--- src/rtl/arbi_req_master.sv ---
// Requesting master for a two-port arbiter: buffers local writes in a FIFO and
// presents the head entry with a registered req until the arbiter grants it.
module arbi_req_master #(
  parameter int DATA_WIDTH = 32,
  parameter int DEPTH      = 4,
  parameter int MAX_WAIT   = 15
) (
  input  logic                    clk,
  input  logic                    reset,
  input  logic                    wr_en,
  input  logic [DATA_WIDTH-1:0]   wr_data,
  output logic                    full,
  output logic                    empty,
  output logic [$clog2(DEPTH):0]  count,
  output logic                    req,
  output logic [DATA_WIDTH-1:0]   data_out,
  input  logic                    grant,
  output logic                    starve,
  output logic [15:0]             sent_cnt
);
  localparam int AW = $clog2(DEPTH);
  localparam int CW = AW + 1;
  localparam int WW = $clog2(MAX_WAIT + 1);

  typedef enum logic {IDLE, REQ} state_t;

  state_t                  state;
  logic [DATA_WIDTH-1:0]   mem [DEPTH];
  logic [AW-1:0]           wr_ptr, rd_ptr;
  logic [WW-1:0]           wait_cnt;
  logic                    push, pop;

  // full is the pre-edge occupancy, so a pop at the same edge never frees a slot for this push
  assign push  = wr_en && !full;
  assign pop   = (state == REQ) && grant;
  assign full  = (count == CW'(DEPTH));
  assign empty = (count == '0);
  assign starve = (wait_cnt == WW'(MAX_WAIT));
  assign data_out = req ? mem[rd_ptr] : '0;

  always_ff @(posedge clk) begin
    if (push) mem[wr_ptr] <= wr_data;
  end

  always_ff @(posedge clk or negedge reset) begin
    if (!reset) begin
      wr_ptr   <= '0;
      rd_ptr   <= '0;
      count    <= '0;
      sent_cnt <= '0;
    end else begin
      if (push) wr_ptr <= wr_ptr + 1'b1;
      if (pop) begin
        rd_ptr   <= rd_ptr + 1'b1;
        sent_cnt <= sent_cnt + 16'd1;
      end
      count <= count + CW'(push) - CW'(pop);
    end
  end

  always_ff @(posedge clk or negedge reset) begin
    if (!reset) begin
      state <= IDLE;
      req   <= 1'b0;
    end else begin
      case (state)
        IDLE: if (count != '0) begin
          state <= REQ;
          req   <= 1'b1;
        end
        REQ: if (pop && count == CW'(1) && !push) begin
          state <= IDLE;
          req   <= 1'b0;
        end
        default: begin
          state <= IDLE;
          req   <= 1'b0;
        end
      endcase
    end
  end

  // A pop is the only way out of REQ, so clearing on pop also covers entry to IDLE
  always_ff @(posedge clk or negedge reset) begin
    if (!reset)
      wait_cnt <= '0;
    else if (pop || state == IDLE)
      wait_cnt <= '0;
    else if (wait_cnt != WW'(MAX_WAIT))
      wait_cnt <= wait_cnt + 1'b1;
  end
endmodule

--- config.mk ---
export PLATFORM = sky130hd
export DESIGN_NAME = arbi_req_master
export DESIGN_NICKNAME = d
export VERILOG_FILES = /design/src/rtl/arbi_req_master.sv
export SDC_FILE = /design/constraint.sdc
export NUM_CORES = 1
export LEC_CHECK = 0
export CORE_MARGIN = 2
export CORE_UTILIZATION = 30
export CTS_BUF_LIST = sky130_fd_sc_hd__clkbuf_4 sky130_fd_sc_hd__clkbuf_8 sky130_fd_sc_hd__clkbuf_16
export CTS_CLUSTER_SIZE = 10
export DETAILED_ROUTE_END_ITERATION = 16
export PLACE_DENSITY = 0.59
export SYNTH_ARGS = -nofsm -noshare
export SYNTH_HDL_FRONTEND = slang
export SYNTH_SLANG_ARGS = --single-unit
--- constraint.sdc ---
create_clock -name clk -period 4.7 [get_ports clk]
set_input_delay 0.94 -clock clk [delete_from_list [all_inputs] [get_ports clk]]
set_output_delay 0.94 -clock clk [all_outputs]
set_load 0.005 [all_outputs]
==> impl_metrics.yaml <==
outcome:
  run_status: "completed"
layout:
  layout-area-overhead-vs-synth_pct: 29.1
  num-fill-cells: 1887
  nNetsFinal: 474
  design_area_mm2: 0.00812
  layout-drive-gt1-share: 0.158
  finish.utilization: 0.397
cts:
  cts.htree.levels: 4
  postCtsResizedCells: 0
  clk_latency_ns: 0.41
  ctsLongestPathBuffers: 2
  clock_sinks: 157
  cts-buffers-inserted: 17
  post_cts_buffers: 0
  clk_pin_slew_worst_paths_ns: 0.06
  cts_hold_buffers: 0
  cts.root.buffer_cell: "sky130_fd_sc_hd__clkbuf_16"
  tritoncts: "built"
routing:
  detailroute.via_count: 3197
  post_drt_wl_per_cell_um: 16.6
  wl_um: 11900
  drt_pass1_iterations: 4
  post_drt_via_cell_ratio: 4.48
  ant_nets_after_route: 0
  detail_route.iter0.violations: 86
  drc_errors_left: 0
setup_path:
  worstSetupPathType: "flop to output port"
  cell_at_the_slowest_stage_of_the_critical_path: "sky130_fd_sc_hd__dfrtp_2"
  crit_path_end_kind: "output port"
  critical_path.max_fanout: 33
  crit_chain: "mux4_2 -> and2_1 -> clkdlybuf4s50_1"
  max_stage_delay_ns: 0.92
  number_of_cells_on_the_worst_reg_to_reg_path: 9
  crit_arrival_ns: 2.39
  required_ns: 3.76
  rrSetupSlack_ns: 2.29
  critPathLaunchType: "flop"
sta:
  setup_total_negative_slack_ns: 0
  final-setup-viol-count: 0
  max_slew.worst_pin.slew_ns: 0.931
  final.min_clock_period_ns: 3.33
  finalHoldWorstSlack_ns: 0.470
  final-max-slew-violation-count: 0
  timing.max_slew.rel_slack: 0.380
  rsz0062_at_grt: "no"
  clock_skew_after_layout_ns: 0.00887
  clock.fmax_ghz: 0.300
  timing_hold_violations_final: 0
  layout_worst_path_cycle_share: 0.709
synthesis:
  synthesis.instances: 329
  synthesis.area_per_instance_um2: 19.1
  arithmetic_cell_share_of_the_synthesized_area_counting_full_adders_half_adders_and_majority_gates: 0.0191
  largest_family_of_logic_cells_by_synthesized_area: "multiplexers"
  yosys-mux-area-fraction: 0.123
  postSynth.topFlopCell: "sky130_fd_sc_hd__edfxtp_1"
  ys.warnings.count: 0
  edff_count_synth: 128
  synth-xor-area-share: 0.0292
  netlist.top_cell.by_area: "sky130_fd_sc_hd__edfxtp_1"
  yosys.cell_types.count: 34
  post_synthesis_instance_area_mm2: 0.00629
  dominant_cells_by_area_after_synthesis: "sky130_fd_sc_hd__edfxtp_1, sky130_fd_sc_hd__dfrtp_1, sky130_fd_sc_hd__mux4_2"
  synthSimpleGateAreaFrac: 0.0772
  post_synthesis_compound_gate_area_fraction: 0.00418
  postSynth.asyncResetShare: 0.185
  synth_seq_cells: 157
  synth_largest_type_area_fraction: 0.611
  synth_sequential_area_ratio: 0.726
  synth.net_count: 374
die:
  die_w_um: 149
  dieArea_mm2: 0.0221
  std_cell_rows: 52
  num_io_pins: 91
  start_util: 0.308
  die_height_um: 149
  core-area_mm2: 0.0204
min_path:
  whs_path_depth: 1
  worst_hold_path_type: "flop to flop"
power:
  power_mw: 4.62
  leakagePower_nw: 2.86
  power.ir.vdd_worst_uv: 291
  pwr_density_cell_mw_per_mm2: 569
global_routing:
  antenna_found_initial: 1
  track_usage: 0.115
  globalRouteOverflowTotal: 0
  grt_pass1_vias: 3501
  grt_start_max_net_pins: 34
  grt_pass1_wl_um: 18900
place:
  placedInstanceArea_mm2: 0.00746
  port-buffer-count: 90
  hpwlAfterDp_um: 7380
  place_congestion: 0.707
job:
  drv_cap: 0
## state kept, by name (all words and copies together), names as in the netlist
signal,flops
req,1
count,3
wait_cnt,4
state,1
wr_ptr,2
rd_ptr,2
mem,128
sent_cnt,16
## synth_stat cells (2+ instances only)
cell type	instances
sky130_fd_sc_hd__nor2_1	10
sky130_fd_sc_hd__clkbuf_1	6
sky130_fd_sc_hd__nand4_1	3
sky130_fd_sc_hd__xnor2_1	13
sky130_fd_sc_hd__and2_1	36
sky130_fd_sc_hd__inv_1	7
sky130_fd_sc_hd__nor3b_1	3
sky130_fd_sc_hd__ha_1	8
sky130_fd_sc_hd__edfxtp_1	128
sky130_fd_sc_hd__xor2_1	8
sky130_fd_sc_hd__dfrtp_1	29
sky130_fd_sc_hd__buf_2	3
sky130_fd_sc_hd__nand3_1	5
sky130_fd_sc_hd__buf_12	2
sky130_fd_sc_hd__nor3_1	4
sky130_fd_sc_hd__mux4_2	23
sky130_fd_sc_hd__and3_1	3
sky130_fd_sc_hd__nand2_1	12
sky130_fd_sc_hd__mux4_1	9
sky130_fd_sc_hd__o21ai_0	3
## routing by layer
metal,vias up,share of wire,routed length (um),GRT usage
met5,-,0,0,0
met4,0,0.016,193,0.0438
met3,17,0.057,671,0.0459
met2,79,0.50,5970,0.192
met1,1633,0.42,5040,0.135
li1,1468,-,-,-
## worst max-delay path: cells and delay by family (launching register included)
| family | cells | cell delay [ns] |
|---|---|---|
| buffers and inverters | 1 | 0.44 |
| flip-flops | 1 | 0.92 |
| multiplexers | 1 | 0.42 |
| AND/OR/NAND/NOR | 1 | 0.19 |
## path summary, 6_finish.rpt
| check | from | end |
|---|---|---|
| setup / recovery | rd_ptr[1] | data_out[31] |
| hold / removal | sent_cnt[15] | sent_cnt[15] |
| setup reg to reg | count[2] | count[2] |
| hold reg to reg | sent_cnt[15] | sent_cnt[15] |
| max in group asynchronous | reset | rd_ptr[0] |
| min in group asynchronous | reset | state |
## final cells by class
| class | instances | area (um2) | share of cell area |
|---|---|---|---|
| flip-flops and latches | 157 | 4570 | 0.563 |
| multi-input cells | 152 | 1600 | 0.197 |
| repair buffers | 94 | 931 | 0.115 |
| clock buffers | 27 | 594 | 0.0732 |
| well taps | 270 | 338 | 0.0416 |
| clock inverters | 5 | 60.1 | 0.00740 |
| inverters | 7 | 26.3 | 0.00324 |
| diodes | 1 | 2.50 | 0.000308 |
## through the flow
stage / cells / setup WS (ns)
after floorplan: 329 / 2.17
after detailed placement: 680 / 1.43
after global placement: 680 / 1.52
after global routing: 712 / 1.20
after CTS: 712 / 1.29
final: 713 / 1.37
## power breakdown
group	switching [mW]	total [mW]	internal, mW
logic	0.494	1.16	0.666
registers	0.190	2.01	1.82
clock network	0.520	1.45	0.930
## kinds of logic after synthesis
logic type / Yosys count
muxes: 34
DFF: 157
xor gates and xnor gates: 21
AOI/OAI and AO/OA: 5
and+or+nand+nor: 83
adders and majority gates: 9
buffers and inverters: 20
## cells in the final DEF (no fill, tap or decap), drive strengths merged, types with 4 or more instances in the layout
cell / netlist / final
buf: 7 / 4
and2: 36 / 36
nand2: 12 / 12
ha: 8 / 8
clkbuf: 6 / 27
inv: 7 / 10
nor2: 10 / 10
xor2: 8 / 8
clkdlybuf4s50: 0 / 90
edfxtp: 128 / 128
nor3: 4 / 4
nand3: 6 / 6
xnor2: 13 / 13
dfrtp: 29 / 29
mux4: 32 / 32
Note: power is estimated with default switching activity, not from simulation.
